==> src/rtl/term_vram_ctrl.sv <==
// term_vram_ctrl: terminal byte interpreter that owns the write port of the character VRAM.
//   in_data/in_valid/in_ready : byte stream in (transfer on in_valid && in_ready)
//   vram_addr/vram_data/vram_we: registered write port, addr = {1'b0, phys_row, col}
//   scroll_row                 : physical row shown as screen row 0
//   cur_col/cur_row            : screen-relative cursor
//   busy                       : clear sequence in progress (= !in_ready)
module term_vram_ctrl #(
  parameter int COLS  = 80,
  parameter int ROWS  = 30,
  parameter int LF_CR = 1
) (
  input  logic        clk,
  input  logic        rst,
  input  logic [7:0]  in_data,
  input  logic        in_valid,
  output logic        in_ready,
  output logic [12:0] vram_addr,
  output logic [7:0]  vram_data,
  output logic        vram_we,
  output logic [4:0]  scroll_row,
  output logic [6:0]  cur_col,
  output logic [4:0]  cur_row,
  output logic        busy
);
  typedef enum logic [1:0] {CLR_ALL, IDLE, CLR_LINE} state_t;
  localparam logic [6:0] LAST_COL = 7'(COLS - 1);
  localparam logic [4:0] LAST_ROW = 5'(ROWS - 1);
  localparam logic [5:0] ROWS6 = 6'(ROWS);
  state_t state, state_n;
  logic [6:0] col_n, clr_col, clr_col_n;
  logic [4:0] row_n, scroll_n, clr_row, clr_row_n, phys, nxt_scroll;
  logic [5:0] sum;
  logic fin, fin_n, pend_v, pend_v_n, we_n, take, nl, wrap;
  logic [11:0] pend_addr, pend_addr_n, addr_n;
  logic [7:0] pend_data, pend_data_n, data_n;
  assign sum = {1'b0, cur_row} + {1'b0, scroll_row};
  assign phys = sum >= ROWS6 ? 5'(sum - ROWS6) : sum[4:0];
  assign wrap = cur_row == LAST_ROW;
  assign nxt_scroll = scroll_row == LAST_ROW ? 5'd0 : scroll_row + 5'd1;
  assign take = in_valid && in_ready;
  assign busy = !in_ready;
  // A decoded byte's write is staged in pend_* and issued one cycle later;
  // a staged write always wins the port, so a line clear started by a
  // wrapping character waits one cycle behind that character's own write.
  always_comb begin
    state_n = state;
    col_n = cur_col;
    row_n = cur_row;
    scroll_n = scroll_row;
    clr_col_n = clr_col;
    clr_row_n = clr_row;
    fin_n = fin;
    pend_v_n = 1'b0;
    pend_addr_n = pend_addr;
    pend_data_n = pend_data;
    we_n = pend_v;
    addr_n = pend_addr;
    data_n = pend_data;
    nl = 1'b0;
    case (state)
      IDLE: if (take) begin
        if (in_data >= 8'h20 && in_data <= 8'h7E) begin
          pend_v_n = 1'b1;
          pend_addr_n = {phys, cur_col};
          pend_data_n = in_data;
          col_n = cur_col == LAST_COL ? 7'd0 : cur_col + 7'd1;
          nl = cur_col == LAST_COL;
        end else if (in_data == 8'h0D) begin
          col_n = 7'd0;
        end else if (in_data == 8'h0A) begin
          nl = 1'b1;
          col_n = LF_CR != 0 ? 7'd0 : cur_col;
        end else if (in_data == 8'h08 && cur_col != 7'd0) begin
          col_n = cur_col - 7'd1;
          pend_v_n = 1'b1;
          pend_addr_n = {phys, col_n};
          pend_data_n = 8'h20;
        end else if (in_data == 8'h0C) begin
          scroll_n = 5'd0;
          col_n = 7'd0;
          row_n = 5'd0;
          clr_row_n = 5'd0;
          clr_col_n = 7'd0;
          state_n = CLR_ALL;
        end
        if (nl) begin
          row_n = wrap ? cur_row : cur_row + 5'd1;
          scroll_n = wrap ? nxt_scroll : scroll_row;
          // Old top row becomes the new bottom row: blank it instead of copying.
          if (wrap) begin
            state_n = CLR_LINE;
            clr_row_n = scroll_row;
            clr_col_n = 7'd0;
          end
        end
      end
      default: if (fin) begin
        state_n = IDLE;
        fin_n = 1'b0;
      end else if (!pend_v) begin
        we_n = 1'b1;
        addr_n = {clr_row, clr_col};
        data_n = 8'h20;
        if (clr_col == LAST_COL) begin
          clr_col_n = 7'd0;
          fin_n = state == CLR_LINE || clr_row == LAST_ROW;
          clr_row_n = fin_n ? 5'd0 : clr_row + 5'd1;
        end else begin
          clr_col_n = clr_col + 7'd1;
        end
      end
    endcase
  end
  always_ff @(posedge clk) begin
    if (rst) begin
      state <= CLR_ALL;
      cur_col <= 7'd0;
      cur_row <= 5'd0;
      scroll_row <= 5'd0;
      clr_col <= 7'd0;
      clr_row <= 5'd0;
      fin <= 1'b0;
      pend_v <= 1'b0;
      pend_addr <= 12'd0;
      pend_data <= 8'h20;
      vram_we <= 1'b0;
      vram_addr <= 13'd0;
      vram_data <= 8'h20;
      in_ready <= 1'b0;
    end else begin
      state <= state_n;
      cur_col <= col_n;
      cur_row <= row_n;
      scroll_row <= scroll_n;
      clr_col <= clr_col_n;
      clr_row <= clr_row_n;
      fin <= fin_n;
      pend_v <= pend_v_n;
      pend_addr <= pend_addr_n;
      pend_data <= pend_data_n;
      vram_we <= we_n;
      vram_addr <= {1'b0, addr_n};
      vram_data <= data_n;
      in_ready <= state_n == IDLE;
    end
  end
endmodule

==> config.mk <==
export PLATFORM = sky130hd
export DESIGN_NAME = term_vram_ctrl
export DESIGN_NICKNAME = d
export VERILOG_FILES = /design/src/rtl/term_vram_ctrl.sv
export SDC_FILE = /design/constraint.sdc
export NUM_CORES = 1
export LEC_CHECK = 0
export CORE_AREA = 2 2 71 100
export CTS_BUF_LIST = sky130_fd_sc_hd__clkbuf_16
export DETAILED_ROUTE_END_ITERATION = 10
export DIE_AREA = 0 0 73 102
export PLACE_DENSITY = 0.87
export SLEW_MARGIN = 20
export SYNTH_ARGS = -nofsm -noshare
export SYNTH_HDL_FRONTEND = slang
export SYNTH_SLANG_ARGS = --single-unit
==> constraint.sdc <==
create_clock -name clk -period 3.35 [get_ports clk]
set_input_delay 0.8375 -clock clk [delete_from_list [all_inputs] [get_ports clk]]
set_output_delay 0.8375 -clock clk [all_outputs]
set_load 0.01 [all_outputs]
# After elaboration in Yosys (flattened, before gate mapping)
# Index checks and enable logic that the tools add are counted.
[word_totals]
reg_bits = 76
output_inout_bits = 41
word_cells = 148
[op_classes]
n_addsub = 8
n_lt_le_gt_ge = 3
eq_ne = 23
mux = 80
n_bitwise = 2
reduce_logical = 17
[ops]
columns = ["operator", "count"]
rows = [
  ["$mux W7", 18],
  ["$mux W5", 24],
  ["$mux W12", 7],
  ["$mux W8", 7],
  ["$eq A8 B4 Y1 const B", 4],
  ["$mux W2", 10],
  ["$reduce_and A8 Y1", 2],
  ["$add A5 B1 Y5 const B", 3],
  ["$eq A5 B5 Y1 const B", 3],
  ["$add A7 B1 Y7 const B", 2],
  ["$eq A7 B7 Y1 const B", 2],
  ["$mux W1", 14],
  ["$ne A2 B1 Y1 const B", 6],
  ["$ne A2 B2 Y1 const B", 5],
  ["$ge A8 B6 Y1 const B", 1],
  ["$le A8 B7 Y1 const B", 1],
  ["$reduce_bool A7 Y1", 1],
  ["$sub A7 B1 Y7 const B", 1],
  ["$add A5 B5 Y6", 1],
  ["$ge A6 B5 Y1 const B", 1],
  ["$reduce_and A3 Y1", 2],
  ["$reduce_bool A2 Y1", 3],
  ["$reduce_and A5 Y1", 1],
  ["$reduce_bool A5 Y1", 1],
  ["other kinds (9)", 13],
]

# Depth between registers and ports, before layout
# Gate-level depths: netlist of run 1.
[logic_depth]
ltp_word = 11
ltp_mapped = 9
ltp_nobuf = 9

# Worst setup path before layout of run 1
# No wires, ideal clock.
[synth_path]
path_type = "input port to flip-flop"
startpoint = "input port in_data[4]"
endpoint = "register pend_data[0]"
setup_time_ns = 0.128
arrival_time_ns = 2.258
required_ns = 3.222
path_slack_ns = 0.964
cell_stages = 7
n_path_buf = 1
path_cell_list = "nor4_4 -> nand3b_2 -> nor4b_2 -> o21ai_1 -> buf_2 -> a22oi_1 -> nor2_1"
[synth_between]
elab_chain_len = 4
word_cells_on_any_way = 12
[synth_lines]
columns = ["item", "line", "source"]
rows = [
  ["start: declaration", "14", "input logic [7:0] in_data,"],
  ["$ge A8 B6 Y1 (tied with other cells)", "62", "if (in_data >= 8'h20 && in_data <= 8'h7E) begin"],
  ["$logic_and A1 B1 Y1, on equally long branches", "62, 73", ""],
  ["$ne A2 B2 Y1 (no line) or $reduce_bool A2 Y1 (tied branches)", "--", ""],
  ["$reduce_and A5 Y1 (no line)", "--", ""],
  ["end signal: assignment", "140", "pend_data <= pend_data_n;"],
  ["end: declaration", "35", "logic [7:0] pend_data, pend_data_n, data_n;"],
]
# Parallel ways exist; a longest one is shown, timed or not.
# A chain may end at the register's enable or synchronous reset.

# Worst setup path in the final report of run 1
[layout_path]
startpoint = "input port in_data[5]"
endpoint = "register pend_data[2]"
# The elaborated chain is that of the path after synthesis.

==> results.py, run 1 <==
metrics = {
    "clock_tree": {
        "post-cts-setup-buffers": 0,
        "htreeDepth": 3,
        "clk_latency_ns": 0.34,
        "cts_buffers": 9,
        "cts_sinks": 75,
        "clkTransAtPathRegs_ns": 0.07,
        "ctsResizeCount": 0,
        "cts_buffer_depth": 2,
        "cts-hold-fix-buffers": 0,
        "root_buffer": "clkbuf_16",
        "cts_tree": "yes",
    },
    "critical_path": {
        "endpoint_kind": "flop",
        "crit_path_start_kind": "input port",
        "arrival_ns": 3.07,
        "rr_worst_depth": 7,
        "regToRegSetupSlack_ns": 0.87,
        "path_max_fanout": 7,
        "critical_path_class": "in -> reg",
        "timing.rr.start": "cur_col[0]",
        "crit_required_ns": 3.57,
        "rr_endpoint": "cur_col[4]",
    },
    "grt": {
        "grt_pass1_wl_mm": 15.77,
        "overflow": 0,
        "antenna_found_initial": 0,
        "grt_start_max_net_pins": 35,
        "grt_util_all_layers": 0.2682,
        "grt_pass1_vias": 3448,
    },
    "synthesis": {
        "synth_area_leaders": "dfxtp_1 40%, a21oi_1 5.8%, nand2_1 5.5%, nor2_1 5.1%, ha_1 5.0%",
        "netlist-cell-type-count": 61,
        "synth_cells": 461,
        "synth.top_cells.by_count": "75 x dfxtp_1, 55 x nand2_1, 51 x nor2_1, 44 x a21oi_1, 24 x o21ai_0",
        "ys_warn_count": 0,
        "ys_seq_elements": 75,
        "syn_nets": 488,
        "netlist_area_um2": 3771,
        "synth-main-ff-cell": "dfxtp_1",
        "yosysTopAreaCell": "dfxtp_1",
        "synth_area_per_cell_um2": 8.180,
        "synth_top_area_frac": 0.3981,
        "synthArstFlopShare": 0,
        "synth_edf_count": 0,
        "synth-seq-area-share": 0.3981,
        "yosysMostFrequentCell": "dfxtp_1",
    },
    "min_path": {
        "hp-start": "pend_data[7]",
        "min_path_type": "reg -> reg",
        "whs_endpoint": "pend_data[7]",
        "whs_path_depth": 2,
    },
    "sta": {
        "holdWs_ns": 0.4410,
        "setup_viol": 0,
        "fin_crit_sh": 0.8498,
        "finalCriticalPeriod_ns": 2.847,
        "fin_setup_tns_ns": 0,
        "fin_skew_ns": 0.007546,
        "hold_viol": 0,
        "rsz0062_at_grt": "false",
        "max_clock_freq_mhz": 351.3,
        "finalMaxSlewViolations": 0,
        "relSlewSlack": 0.4908,
        "tightest_slew_ns": 0.7638,
    },
    "placed_design": {
        "port_buffers": 50,
        "gp_congestion": 0.8655,
        "placedCellCount": 573,
        "dp_hpwl_mm": 6.647,
    },
    "routing": {
        "ant_nets": 0,
        "vias_per_cell": 6.224,
        "routedWlPerCell_um": 16.21,
        "dr_total_vias": 3666,
        "dr.pass1.iters": 8,
        "wirelength_mm": 9.547,
        "drt_iter0_drc": 270,
        "drc": 0,
    },
    "final_layout": {
        "n_fill_cell": 493,
        "drive_above_1_share": 0.07767,
        "syn_to_final_growth_pct": 23.19,
        "antenna_cells": 0,
        "finalNetCount": 537,
        "final_cells": 589,
    },
    "power": {
        "power_density_nw_per_um2": 419.3,
        "p_leak_uw": 0.001777,
        "peakVddDrop_uv": 315.0,
    },
    "run_status": {
        "status": "completed",
    },
    "run": {
        "cap_viol_max_count": 0,
    },
    "die": {
        "core_area_um2": 6525,
        "io_pins": 52,
        "fp.dieH_um": 102,
        "placementRows": 35,
        "dieArea_um2": 7446,
        "start_util": 0.5779,
        "fp.dieW_um": 73,
    },
}
-- report_power, final --
group	internal (µW)	total [µW]	switching, µW
combinational	41.4	94.3	52.9
sequential	899	906	6.58
clock	523	948	425
-- cells in the final DEF, fill, tap and decap left out, drive strengths merged, types with 7 or more instances in the layout --
cell type,synthesis,routed
or3,9,9
nor3,8,8
ha,15,15
o21ai,26,26
nor2,51,51
clkbuf,16,9
a22oi,7,7
and3,15,15
nand3,20,20
dfxtp,75,75
xor2,8,8
nand2,55,55
a21oi,44,44
inv,13,19
a311oi,7,7
nand2b,8,8
buf,9,13
clkdlybuf4s50,0,50
-- layout make-up --
class / count / area [µm²] / share of cell area
clock buffers: 9 / 225.2 / 0.04848
clock inverters: 7 / 65.06 / 0.01400
inverters: 13 / 48.80 / 0.01050
multi-input cells: 348 / 2115 / 0.4552
flip-flops and latches: 75 / 1501 / 0.3232
well taps: 74 / 92.59 / 0.01993
repair buffers: 63 / 598.1 / 0.1287
-- worst max-delay path: stages --
cell	delay, ns
clkdlybuf4s50_1	0.53
nor4_4	0.39
nand3b_2	0.22
nor4b_2	0.36
o21ai_1	0.25
buf_4	0.23
a22oi_1	0.20
nor2_1	0.06
-- through the flow --
step,cell area [µm²],power (µW),util,setup slack [ns]
after floorplan,3771,975.5,-,0.9641
after global placement,4355,1015,0.6675,0.3550
after detailed placement,4355,1018,0.6675,0.2480
after CTS,4646,1956,0.7120,0.5553
after global routing,4646,2004,0.7120,0.3620
final,4646,1948,0.7120,0.5030
-- routing by layer --
metal  vias up  part of all wire  global-route usage
met5         -                 0                   0
met4         0             0.035              0.1410
met3        34             0.063             0.05325
met2       172              0.50              0.4428
met1      1697              0.40              0.3261
li1       1763                 -                   -
-- logic make-up after synthesis --
kind of cell | count (synthesis) | share of synthesized area
mux | 1 | 0.002654
buf+inv | 38 | 0.04114
fa+ha+maj | 16 | 0.05508
simple gates | 192 | 0.2571
flops | 75 | 0.3981
xor+xnor | 12 | 0.02787
compound gates | 126 | 0.2170
other cells | 1 | 0.0009944
-- worst max-delay path by stage --
| stage | to | from | slack, ns |
|---|---|---|---|
| 6_report | pend_data[2] | in_data[5] | 0.50 |
| 2_1_floorplan | pend_data[0] | in_data[4] | 0.96 |
| 4_1_cts | pend_data[1] | in_data[5] | 0.56 |
| 3_5_place_dp | cur_col[4] | in_data[5] | 0.25 |
| 5_1_grt | pend_data[1] | in_data[5] | 0.36 |
| 3_3_place_gp | scroll_row[4] | in_data[6] | 0.35 |
-- flip-flops by register name (all words and copies together), names as in the netlist --
name        count
cur_col         7
vram_addr      12
clr_col         7
pend_data       8
fin             1
pend_addr      12
pend_v          1
in_ready        1
vram_we         1
scroll_row      5
clr_row         5
cur_row         5
vram_data       8
state           2
Power figures use the tool's default switching activity.
==> run 2: changes to the inputs <==
--- a/config.mk
+++ b/config.mk
@@ -5,11 +5,11 @@
 export SDC_FILE = /design/constraint.sdc
 export NUM_CORES = 1
 export LEC_CHECK = 0
-export CORE_AREA = 2 2 71 100
+export CORE_AREA = 2 2 78 109
 export CTS_BUF_LIST = sky130_fd_sc_hd__clkbuf_16
 export DETAILED_ROUTE_END_ITERATION = 10
-export DIE_AREA = 0 0 73 102
-export PLACE_DENSITY = 0.87
+export DIE_AREA = 0 0 80 111
+export PLACE_DENSITY = 0.78
 export SLEW_MARGIN = 20
 export SYNTH_ARGS = -nofsm -noshare
 export SYNTH_HDL_FRONTEND = slang
==> constraint.sdc (replaced) <==
create_clock -name clk -period 2.35 [get_ports clk]
set_input_delay 0.5875 -clock clk [delete_from_list [all_inputs] [get_ports clk]]
set_output_delay 0.5875 -clock clk [all_outputs]
set_load 0.01 [all_outputs]
==> results.py, run 2 (same netlist as run 1, synthesis figures left out) <==
metrics = {
    "run_status": {
        "status": "completed",
    },
    "sta": {
        "max_clock_freq_mhz": 439.0,
        "fin_ws_ns": 0.07229,
        "fin_crit_sh": 0.9692,
        "finalMaxSlewViolations": 0,
        "hold_viol": 0,
        "tightest_slew_ns": 0.7476,
        "setup_viol": 0,
        "fin_skew_ns": 0.004854,
        "finalCriticalPeriod_ns": 2.278,
        "relSlewSlack": 0.4963,
    },
    "clock_tree": {
        "root_buffer": "clkbuf_16",
        "cts_sinks": 75,
        "cts_buffers": 9,
        "cts-hold-fix-buffers": 0,
        "clkTransAtPathRegs_ns": 0.06,
        "cts_buffer_depth": 2,
        "htreeDepth": 3,
        "clk_latency_ns": 0.34,
        "cts_tree": "yes",
    },
    "grt": {
        "grtUsageMet3": 0.05049,
        "antenna_found_initial": 0,
        "gr-max-usage-layer": "met2",
        "grt_use_met2": 0.3828,
        "use_met1": 0.2821,
        "grt_pass1_wl_mm": 16.12,
        "grt_util_all_layers": 0.2299,
        "overflow": 0,
        "grt_start_max_net_pins": 50,
        "grt_pass1_vias": 3472,
    },
    "final_layout": {
        "reg_top3": "pend_addr x12, vram_addr x12",
        "syn_to_final_growth_pct": 33.54,
        "ff_latch_area_um2": 1504,
        "n_fill_cell": 712,
        "drive_above_1_share": 0.1533,
        "final_cells": 650,
        "finalNetCount": 570,
        "layout_common_cells": "73 x dfxtp_1, 54 x nand2_1, 50 x nor2_1, 46 x clkdlybuf4s50_1",
        "final_common_cell": "dfxtp_1",
        "antenna_cells": 0,
        "multi_input_comb_area_um2": 2185,
    },
    "placed_design": {
        "dp_hpwl_mm": 6.940,
        "pre_cts_slack_ns": -0.4619,
        "placedCellCount": 633,
        "gp_congestion": 0.8394,
        "port_buffers": 50,
    },
    "routing": {
        "wirelength_mm": 10.04,
        "ant_nets": 0,
        "drt_iter0_drc": 262,
        "drc": 0,
        "vias_per_cell": 5.709,
        "routedWlPerCell_um": 15.45,
        "dr.pass1.iters": 5,
        "dr_total_vias": 3711,
    },
    "critical_path": {
        "endpoint_kind": "flop",
        "path_max_fanout": 11,
        "crit_required_ns": 2.57,
        "crit_path_start_kind": "input port",
        "critical_path_class": "in -> reg",
        "arrival_ns": 2.50,
        "regToRegSetupSlack_ns": 0.14,
    },
    "power": {
        "p_leak_uw": 0.001993,
        "power_density_nw_per_um2": 557.5,
        "peakVddDrop_uv": 483.3,
        "power.total_uw": 2807,
    },
    "run": {
        "cap_viol_max_count": 0,
    },
    "die": {
        "fp.dieH_um": 111,
        "io_pins": 52,
        "start_util": 0.4712,
        "core_area_um2": 8003,
        "placementRows": 39,
        "dieArea_um2": 8880,
        "fp.dieW_um": 80,
    },
    "min_path": {
        "min_path_type": "reg -> reg",
    },
}
==> run 2: layout make-up <==
| cell class | instances | area share |
|---|---|---|
| repair buffers | 96 | 0.1742 |
| inverters | 13 | 0.009689 |
| flip-flops and latches | 75 | 0.2986 |
| well taps | 102 | 0.02534 |
| clock inverters | 7 | 0.01366 |
| multi-input cells | 348 | 0.4338 |
| clock buffers | 9 | 0.04472 |
==> run 2: timing repair <==
action                     in CTS  in global routing
gates cloned                    0                  0
buffers inserted                1                  0
gates resized for setup         5                 16
setup endpoints to repair      11                 30
pin swaps                       2                  6
==> run 2: layer usage <==
metal / wire length, µm / part of all wire / vias to the layer above
met5: 0 / 0 / -
met4: 182 / 0.018 / 0
met3: 512 / 0.051 / 14
met2: 5164 / 0.51 / 118
met1: 4183 / 0.42 / 1757
li1: - / - / 1822
==> run 2: final timing paths <==
check          startpoint            to  depth (start not counted)
min          pend_data[7]  pend_data[7]                          2
max            in_data[6]  pend_data[4]                          9
max reg2reg    cur_col[0]    cur_col[4]                          7
min reg2reg  pend_data[7]  pend_data[7]                          2
==> run 2: power breakdown <==
group | internal [µW] | switching (µW)
sequential | 1280 | 8.92
combinational | 71.3 | 83.5
clock | 817 | 544
total | 2170 | 636
==> run 2: critical path, stage by stage <==
cell           delay [ns]
dlygate4sd2_1        0.27
buf_4                0.16
nor4_4               0.30
nand3b_4             0.13
nor4b_2              0.30
o21ai_1              0.16
buf_4                0.22
a22oi_1              0.27
nor2_1               0.09
==> run 2: per-stage QoR <==
stage                       util   TNS, ns  hold WS (ns)  cell area (µm²)
after CTS                 0.6230         0        0.4455             4986
final                     0.6293         0        0.4420             5036
after floorplan                -         0        0.4163             3771
after detailed placement  0.5824    -14.94        0.4363             4661
after global routing      0.6293  -0.07981        0.4615             5036
after global placement    0.5824    -11.01        0.4320             4661
